File: config.mk
export PLATFORM = sky130hd
export DESIGN_NAME = xor_share_arb
export DESIGN_NICKNAME = d
export VERILOG_FILES = /design/src/rtl/xor_arb_pkg.sv /design/src/rtl/xor_share_arb_rr_pick.sv /design/src/rtl/xor_share_arb.sv
export SDC_FILE = /design/constraint.sdc
export NUM_CORES = 1
export LEC_CHECK = 0
export ABC_AREA = 1
export ABC_CLOCK_PERIOD_IN_PS = 3880
export BUFFER_PORTS_ARGS = -buffer_cell sky130_fd_sc_hd__clkbuf_2
export CAP_MARGIN = 5
export CORE_MARGIN = 4
export CORE_UTILIZATION = 40
export DETAILED_ROUTE_END_ITERATION = 10
export GPL_ROUTABILITY_DRIVEN = 0
export PLACE_DENSITY = 0.76
export SLEW_MARGIN = 20
export SYNTH_ARGS = -nofsm -noshare
export SYNTH_HDL_FRONTEND = slang
export SYNTH_SLANG_ARGS = --single-unit
File: constraint.sdc
create_clock -name clk -period 3.88 [get_ports clk]
set_input_delay 0.194 -clock clk [delete_from_list [all_inputs] [get_ports clk]]
set_output_delay 0.194 -clock clk [all_outputs]
set_load 0.02 [all_outputs]
File: src/rtl/xor_arb_pkg.sv
// Shared types and helpers for the XOR-sharing arbiter.
//   state_e      : sequencer state (ST_IDLE, ST_HOLD)
//   WIDTH_DEF    : default operand width
//   NREQ_DEF     : default requester count
//   rr_next_idx  : index following a grant, wrapping modulo nreq
package xor_arb_pkg;

  localparam int unsigned WIDTH_DEF = 8;
  localparam int unsigned NREQ_DEF  = 4;

  typedef enum logic {
    ST_IDLE = 1'b0,
    ST_HOLD = 1'b1
  } state_e;

  function automatic int unsigned rr_next_idx(input int unsigned idx,
                                              input int unsigned nreq);
    return (idx + 32'd1 >= nreq) ? 32'd0 : idx + 32'd1;
  endfunction

endpackage

File: src/rtl/xor_share_arb_rr_pick.sv
// rr_pick: combinational rotating-priority select.
// Ports:
//   req        in  NREQ  request vector
//   ptr        in  IDW   index with highest priority this cycle
//   gnt        out NREQ  one-hot grant (zero when nothing requests)
//   gnt_idx    out IDW   index of the granted request
//   any_valid  out 1     at least one request present
module rr_pick #(
  parameter int unsigned NREQ = 4,
  parameter int unsigned IDW  = 2
) (
  input  logic [NREQ-1:0] req,
  input  logic [IDW-1:0]  ptr,
  output logic [NREQ-1:0] gnt,
  output logic [IDW-1:0]  gnt_idx,
  output logic            any_valid
);

  int unsigned scan;

  // Walk ptr, ptr+1, ... modulo NREQ and keep the first hit.
  always_comb begin
    gnt       = '0;
    gnt_idx   = '0;
    any_valid = 1'b0;
    scan      = 32'd0;
    for (int unsigned k = 0; k < NREQ; k++) begin
      scan = (32'(ptr) + k) % NREQ;
      if (!any_valid && req[scan[IDW-1:0]]) begin
        any_valid              = 1'b1;
        gnt_idx                = scan[IDW-1:0];
        gnt[scan[IDW-1:0]]     = 1'b1;
      end
    end
  end

endmodule

File: src/rtl/xor_share_arb.sv
// xor_share_arb: round-robin arbiter sharing one registered XOR datapath
// among NREQ requesters. One operation is outstanding at a time: a grant
// in IDLE loads the result registers, which are held in HOLD until the
// consumer accepts.
// Optional feature macro: XOR_ARB_PARITY_EN adds rsp_parity.
// Ports:
//   clk, rst_n   clock, synchronous active-low reset
//   req_valid    in  NREQ        per-requester valid
//   req_ready    out NREQ        per-requester accept (one-hot or zero)
//   req_a/req_b  in  NREQ*WIDTH  operands, requester i at [i*WIDTH +: WIDTH]
//   rsp_valid    out 1           result valid
//   rsp_ready    in  1           consumer accept
//   rsp_data     out WIDTH       registered a ^ b
//   rsp_id       out IDW         requester that produced rsp_data
//   rsp_parity   out 1           even parity of rsp_data (macro only)
module xor_share_arb
  import xor_arb_pkg::*;
#(
  parameter  int unsigned WIDTH = WIDTH_DEF,
  parameter  int unsigned NREQ  = NREQ_DEF,
  localparam int unsigned IDW   = $clog2(NREQ)
) (
  input  logic                  clk,
  input  logic                  rst_n,
  input  logic [NREQ-1:0]       req_valid,
  output logic [NREQ-1:0]       req_ready,
  input  logic [NREQ*WIDTH-1:0] req_a,
  input  logic [NREQ*WIDTH-1:0] req_b,
  output logic                  rsp_valid,
  input  logic                  rsp_ready,
  output logic [WIDTH-1:0]      rsp_data,
  output logic [IDW-1:0]        rsp_id
`ifdef XOR_ARB_PARITY_EN
  ,
  output logic                  rsp_parity
`endif
);

  state_e           state_q, state_d;
  logic [IDW-1:0]   ptr_q, ptr_d;
  logic             rsp_valid_q, rsp_valid_d;
  logic [WIDTH-1:0] rsp_data_q, rsp_data_d;
  logic [IDW-1:0]   rsp_id_q, rsp_id_d;

  logic [NREQ-1:0]  gnt;
  logic [IDW-1:0]   gnt_idx;
  logic             any_valid;
  logic [WIDTH-1:0] sel_xor;

  rr_pick #(
    .NREQ (NREQ),
    .IDW  (IDW)
  ) u_pick (
    .req       (req_valid),
    .ptr       (ptr_q),
    .gnt       (gnt),
    .gnt_idx   (gnt_idx),
    .any_valid (any_valid)
  );

  // Grant is one-hot, so an AND-OR mux selects the winner's operands.
  always_comb begin
    sel_xor = '0;
    for (int unsigned i = 0; i < NREQ; i++) begin
      if (gnt[i]) begin
        sel_xor = sel_xor | (req_a[i*WIDTH +: WIDTH] ^ req_b[i*WIDTH +: WIDTH]);
      end
    end
  end

  // rst_n gating keeps an accept from being signalled in a reset cycle.
  assign req_ready = (rst_n && (state_q == ST_IDLE)) ? gnt : '0;

  always_comb begin
    state_d     = state_q;
    ptr_d       = ptr_q;
    rsp_valid_d = rsp_valid_q;
    rsp_data_d  = rsp_data_q;
    rsp_id_d    = rsp_id_q;
    case (state_q)
      ST_IDLE: begin
        if (any_valid) begin
          rsp_data_d  = sel_xor;
          rsp_id_d    = gnt_idx;
          rsp_valid_d = 1'b1;
          ptr_d       = IDW'(rr_next_idx(32'(gnt_idx), NREQ));
          state_d     = ST_HOLD;
        end
      end
      ST_HOLD: begin
        if (rsp_ready) begin
          rsp_valid_d = 1'b0;
          state_d     = ST_IDLE;
        end
      end
      default: state_d = ST_IDLE;
    endcase
  end

  always_ff @(posedge clk) begin
    if (!rst_n) begin
      state_q     <= ST_IDLE;
      ptr_q       <= '0;
      rsp_valid_q <= 1'b0;
      rsp_data_q  <= '0;
      rsp_id_q    <= '0;
    end else begin
      state_q     <= state_d;
      ptr_q       <= ptr_d;
      rsp_valid_q <= rsp_valid_d;
      rsp_data_q  <= rsp_data_d;
      rsp_id_q    <= rsp_id_d;
    end
  end

  assign rsp_valid = rsp_valid_q;
  assign rsp_data  = rsp_data_q;
  assign rsp_id    = rsp_id_q;

`ifdef XOR_ARB_PARITY_EN
  logic parity_q, parity_d;

  always_comb begin
    parity_d = parity_q;
    if ((state_q == ST_IDLE) && any_valid) begin
      parity_d = ^sel_xor;
    end
  end

  always_ff @(posedge clk) begin
    if (!rst_n) begin
      parity_q <= 1'b0;
    end else begin
      parity_q <= parity_d;
    end
  end

  assign rsp_parity = parity_q;
`endif

endmodule

### After elaboration in Yosys (flattened, before gate mapping)

Index checks and enable logic that the tools add are counted.

* register bits: 14
* logic and storage cells: 84
* input port bits: 71

* magnitude comparators: 9
* reduce and logical (&&, ||, !) cells: 13
* equal/unequal tests: 2
* add/sub/neg operators: 4
* bitwise operators: 11
* muxes and demuxes: 40

Operators with widths (count)
* $mux 8: 4
* $xor 8x8->8: 4
* $or 8x8->8: 3
* $mux 4: 5
* $mux 1: 16
* $lt 2x3->1 const B: 4
* $or 4x4->4: 3
* $mux 2: 5
* $bmux 1 s2: 4
* $demux 1 s2: 4
* $ge 2x1->1 const B: 4
* $logic_and 1x1->1: 8
* $add 2x2->2 const B: 2
* $ne 2x2->1 const B: 2
* $pmux 1 s2: 2
* $reduce_and 2->1: 2
* $add 2x1->3 const B: 1
* $ge 3x3->1 const B: 1
* $logic_not 1->1: 3
* $add 2x1->2 const B: 1
* $not 1->1: 1

### Depth between registers and ports, before layout

Gate-level depths: netlist of run 1.

* depth in word-level cells: 19
* mapped depth: 14

### By module

A second synthesis of run 1 with hierarchy kept.

* cell total of the unflattened synthesis: 311
* area, all modules: 1675.4 um^2

Modules (own cells, without submodules)
* xor_share_arb: area an instance 1234.9 um^2, times used 1, cells each 237, seq. area each 280.3 um^2
* rr_pick: area an instance 440.4 um^2, times used 1, cells each 74, seq. area each 0.0 um^2

### Worst setup path after synthesis of run 1

No wires, ideal clock.

* path kind: reg2out
* start point: reg with a tool-made name
* end point: out req_ready[3]
* path buffers: 0
* required time: 3686 ps
* arrival: 1816 ps
* path slack: 1870 ps
* stages on the path, launching flop included: 12
* cells stage by stage: dfxtp_1 > inv_2 > ha_1 > inv_1 > nand3_1 > nand2_2 > nand2_4 > nor2_2 > nand2_1 > nand3_2 > nand2_1 > inv_1

RTL lines
* end, declared: line xor_share_arb.sv:26 `output logic [NREQ-1:0] req_ready,`

==> results of run 1 <==
[metal layers]
| layer | track usage [%] | vias to the layer above | routed length [µm] |
|---|---|---|---|
| li1 | - | 913 | - |
| met1 | 21.57 | 750 | 1668 |
| met2 | 30.19 | 65 | 1903 |
| met3 | 2.899 | 6 | 283 |
| met4 | 4.989 | 0 | 67 |
| met5 | 0 | - | 0 |
[cell usage in the layout (no fill, tap or decap), drive strengths merged]
master	netlist	final
clkbuf	0	89
nand2	88	88
xor2	32	32
nor2	27	27
nand3	20	20
inv	19	19
dfxtp	14	14
o21ai	12	12
ha	6	6
a21oi	4	4
a21boi	4	4
nand4	3	3
a211oi	2	2
a22oi	1	1
[power by group through the flow]
stage                     registers, mW  clock network [mW]  logic [mW]
after floorplan                   0.281                   0       0.695
after global placement            0.236                   0       0.960
after detailed placement          0.240                   0       0.972
after CTS                         0.237               0.144       0.976
after global routing              0.247               0.152        1.12
final                             0.237               0.141       0.976
[metrics by stage]
stage / utilization [%] / std cells / instance area [µm²]
after floorplan: - / 234 / 1510
after global placement: 54.10 / 365 / 1981
after detailed placement: 54.10 / 365 / 1981
after CTS: 55.60 / 369 / 2036
after global routing: 55.60 / 369 / 2036
final: 55.60 / 369 / 2036
[cell families (layout without fill, tap and decap cells)]
family | after synthesis | in the layout
simple gates | 138 | 138
xor+xnor | 32 | 32
compound gates | 23 | 23
buf+inv | 21 | 108
flops | 14 | 14
fa+ha+maj | 6 | 6
[final timing paths]
check	cells past startpoint	from	endpoint
setup reg to reg	12	flop	rsp_data[0]$_SDFFE_PN0P_
setup / recovery	11	flop	req_ready[0]
hold / removal	2	rsp_ready	rsp_valid$_SDFFE_PN0P_
hold reg to reg	2	rsp_id[1]$_SDFFE_PN0P_	rsp_id[1]$_SDFFE_PN0P_
[flip-flops by register name (all words and copies together), names as in the netlist, named ones only]
name / cells
state_q: 1
rsp_id: 2
rsp_data: 8
ptr_q: 1
rsp_valid: 1
[cell type report]
class | instances | area (µm²)
tap | 48 | 60.06
clock buffer | 4 | 55.05
inverter | 19 | 73.82
sequential | 14 | 280.3
multi-input combinational | 199 | 1141
timing repair buffer | 85 | 425.4
fill | 380 | 1625
==> results.toml, run 1 <==
[global_route]
grt_max_degree = 19
overflow = 0
grt_first_pass_wirelength_um = 7148
grt_pass1_vias = 1705
grt_use_total_pct = 17.27
antenna_found_initial = 0

[logic_synthesis]
synth-seq-area-share_pct = 18.56
synthTopCellsByArea = "nand2_1, dfxtp_1, xor2_1, nor2_1, ha_1"
synth_seq_cells = 14
synth_compound_area_share_pct = 9.114
synth_top_family_by_area = "simple AND/OR/NAND/NOR gates"
yosys.cell_types.count = 26
synthMuxAreaShare_pct = 0
syn_inst = 234
avgSynthCellArea_um2 = 6.454
synthMostInstantiatedCell = "nand2_1"
synthSimpleGateAreaFrac_pct = 42.92
synth_nets = 311
synth_top_cell_by_area = "nand2_1"
synthAdderAreaFrac_pct = 4.971
yosys_warnings = 0
synthTopCellsByCount = "nand2_1, xor2_1, nor2_1, inv_1"
async_reset_ff_share_pct = 0
syn_area_mm2 = 0.001510
synth_xor_area_share_pct = 18.56
synth_edf_count = 0
yosys.area.top_type_share_pct = 19.88
synthFlopType = "dfxtp_1"

[worst_setup_path]
cpPeakStageDelay_ns = 0.50
critPathSlowestCell = "dfxtp_1"
critPathLaunchType = "flop"
crit_buf_inv = 4
critical_path_required_ns = 3.69
r2r_slack_ns = 1.55
crit_arrival_ns = 2.40
cp_max_fo = 10
end_kind = "primary output"
crit_path_frequent_cell = "inv_1"
timing_worst_setup_path_type = "reg -> out"
cp_top_family = "simple AND/OR/NAND/NOR gates"
cp_cell_sequence = "inv_2 > ha_1 > inv_1 > nand3_1 > nand2_2 > nor2_2 > a22oi_1 > nand3_2 > nand2_1 > inv_1 > clkbuf_2"

[clock_tree]
clock_latency_ns = 0.24
clock-sinks = 14
clk_pin_slew_ns = 0.06
cts_hold_buf = 0
post_cts_buffers = 0
root_buffer = "clkbuf_8"
clk_path_buf_depth = 2
cts_tree = "built"
cts.htree.levels = 1
cts_buffers = 3
cts_resized = 0

[detailed_routing]
wirelength_um = 3922
vias = 1734
firstDrtPassIters = 5
drt_iter0_drc = 52
wl_per_cell_um = 10.63
vias_per_cell = 4.699
drc = 0
antenna_left = 0

[pwr]
p_leak_nw = 1.173
total_power_mw = 1.353
power-per-cell-area_mw_per_mm2 = 664.6
p_seq_share_pct = 17.5
p_sw_mw = 0.7393
intPower_mw = 0.6136
p_comb_share_pct = 72.1
clkPwrFrac_pct = 10.4
vdd_ir_drop_max_mv = 0.2515
p_sw_share_pct = 54.64

[die]
die_y_um = 69.45
coreArea_mm2 = 0.003661
die-area_mm2 = 0.004823
start_util_pct = 41.25
die_x_um = 69.45
row_count = 22
io_pins = 86

[sta]
skew_ns = 0.001138
fin_ws_ns = 1.287
relSlewSlack_pct = 79.58
period_share_pct = 66.83
finalHoldViolations = 0
slew_viol_final = 0
tns_ns = 0
whs_ns = 0.1583
finalSetupViolCount = 0
period_minus_slack_ns = 2.593
worst_pin_slew_ns = 0.3059
rsz0062_at_grt = "false"
fmax_mhz = 385.7

[placement]
dp_hpwl_um = 3370
pre_cts_slack_ns = 1.553
numPortBuffers = 85

[cells_and_area]
syn2layout_area_growth_pct = 34.80
num_antenna_cells = 0
fin_nets = 399
drive_gt1_share_pct = 34.89

[min_path]
hold_path.class = "in -> reg"

[status]
outcome = "completed"

[run]
maxCapViolCount = 0
Note: power is estimated with default switching activity, not from simulation.
==> inputs of run 2 (changes only) <==
Settings changed: ABC_CLOCK_PERIOD_IN_PS 3880 to 2700.
Clock period 3.88 ns to 2.7 ns, I/O delays scaled along.
==> run 2 against run 1 <==
Against the previous run: hold slack worse by 0.067 ns; via count is 0.81% higher; combinational power up 43%; total power is 41% higher; first-iteration DRC count grew 12%; routed wire length increased by 1.5%; largest power group unchanged; highest routed layer unchanged.
==> results.toml, run 2 (same netlist as run 1, synthesis figures left out) <==
[status]
outcome = "completed"

[cells_and_area]
fin_util_pct = 55.33
layout.cell_area.non_filler_mm2 = 0.002026
final_cell_mix = "clkbuf_2, nand2_1, xor2_1, nor2_1"
fin_nets = 399
syn2layout_area_growth_pct = 34.13
instances_no_fill = 368
drive_gt1_share_pct = 35.63
largest_register_ffs = 8
num_antenna_cells = 0
final_common_cell = "clkbuf_2"
fillCellCount = 373
area.sequential_um2 = 281.5
multiInputGateArea_mm2 = 0.001144

[sta]
skew_ns = 0.001817
fmax_mhz = 410.1
rsz0062_at_grt = "false"
finalSetupViolCount = 0
tns_ns = 0
period_minus_slack_ns = 2.439
finalHoldViolations = 0
period_share_pct = 90.32
worst_pin_slew_ns = 0.2717
slew_viol_final = 0
relSlewSlack_pct = 81.86

[pwr]
p_comb_share_pct = 73.4
clkPwrFrac_pct = 8.8
vdd_ir_drop_max_mv = 0.3181
p_sw_mw = 1.056
power-per-cell-area_mw_per_mm2 = 944.9
p_leak_nw = 1.165
p_sw_share_pct = 55.19
total_power_mw = 1.914
p_seq_share_pct = 17.8
intPower_mw = 0.8578

[die]
coreArea_mm2 = 0.003661
row_count = 22
io_pins = 86
die_x_um = 69.45
start_util_pct = 41.25
die-area_mm2 = 0.004823
die_y_um = 69.45

[worst_setup_path]
cp_top_family = "simple AND/OR/NAND/NOR gates"
timing_worst_setup_path_type = "reg -> out"
critPathSlowestCell = "dfxtp_1"
critPathLaunchType = "flop"
cp_max_fo = 9
crit_path_frequent_cell = "inv_1"
cp_cell_sequence = "inv_2 > ha_2 > inv_1 > nand3_1 > nand2_2 > nor2_2 > a21oi_1 > nand3_2 > nand2_1 > inv_1 > clkbuf_2"
critical_path_required_ns = 2.57
crit_arrival_ns = 2.30
crit_buf_inv = 4
cpPeakStageDelay_ns = 0.47
r2r_slack_ns = 0.54
end_kind = "primary output"

[global_route]
grt_use_total_pct = 16.92
grt_pass1_vias = 1681
grt_busiest_layer = "met2"
met3_usage_pct = 3.768
use_met2_pct = 29.87
grt_first_pass_wirelength_um = 6989
overflow = 0
grt_max_degree = 19
met1_usage_pct = 20.21
antenna_found_initial = 0

[clock_tree]
cts.htree.levels = 1
cts_tree = "built"
clock_latency_ns = 0.24
post_cts_buffers = 0
clock-sinks = 14
clk_path_buf_depth = 2
cts_buffers = 3
root_buffer = "clkbuf_8"
clk_pin_slew_ns = 0.05

[detailed_routing]
firstDrtPassIters = 4
antenna_left = 0
vias = 1748
vias_per_cell = 4.750
drt_iter0_drc = 58
drc = 0
wl_per_cell_um = 10.81
wirelength_um = 3979

[placement]
numPortBuffers = 85
dp_hpwl_um = 3402
place_area_mm2 = 0.001981
dp.cells = 365

[run]
maxCapViolCount = 0

[min_path]
hold_path.class = "in -> reg"
==> run 2: cell count changes in the layout (fill, tap and decap cells not counted), sizes merged <==
cell    delta
clkbuf     -1
==> run 2: through the flow <==
step	hold slack, ns	worst slack [ns]
detailed placement	0.3488	0.3675
global placement	0.3516	0.4283
finish	0.09159	0.2614
global route	0.09633	0.03265
floorplan	0.2319	0.7202
CTS	0.09065	0.1178
==> run 2: cell type report <==
class	instances	area share (%)
Clock buffer	3	2.038
Inverter	19	3.644
Multi-Input combinational cell	199	56.45
Sequential cell	14	13.90
Tap cell	48	2.965
Timing Repair Buffer	85	21.00
==> run 2: path summary, 6_finish.rpt <==
check                         startpoint                        to  cells after the start
hold reg to reg   rsp_id[1]$_SDFFE_PN0P_    rsp_id[1]$_SDFFE_PN0P_                      2
hold / removal                 rsp_ready    rsp_valid$_SDFFE_PN0P_                      2
setup / recovery   ptr_q[1]$_SDFFE_PN0P_              req_ready[1]                     11
setup reg to reg   ptr_q[1]$_SDFFE_PN0P_  rsp_data[4]$_SDFFE_PN0P_                     12
==> run 2: power by group through the flow <==
stage	Sequential [mW]	Clock [mW]	Combinational (mW)
after CTS	0.340	0.172	1.40
after detailed placement	0.344	0	1.40
after global routing	0.353	0.181	1.60
after global placement	0.341	0	1.38
after floorplan	0.404	0	0.999
final	0.341	0.169	1.40
==> run 2: what timing repair did <==
action	CTS	global route
hold buffers	0	0
resized for setup	0	3
setup endpoints to repair	0	4
==> run 2: routing by layer <==
| metal | vias up | wire [µm] | part of all wire [%] |
|---|---|---|---|
| li1 | 917 | - | - |
| met1 | 753 | 1647 | 41 |
| met2 | 70 | 1944 | 49 |
| met3 | 8 | 306 | 7.7 |
| met4 | 0 | 80 | 2.0 |
| met5 | - | 0 | 0 |
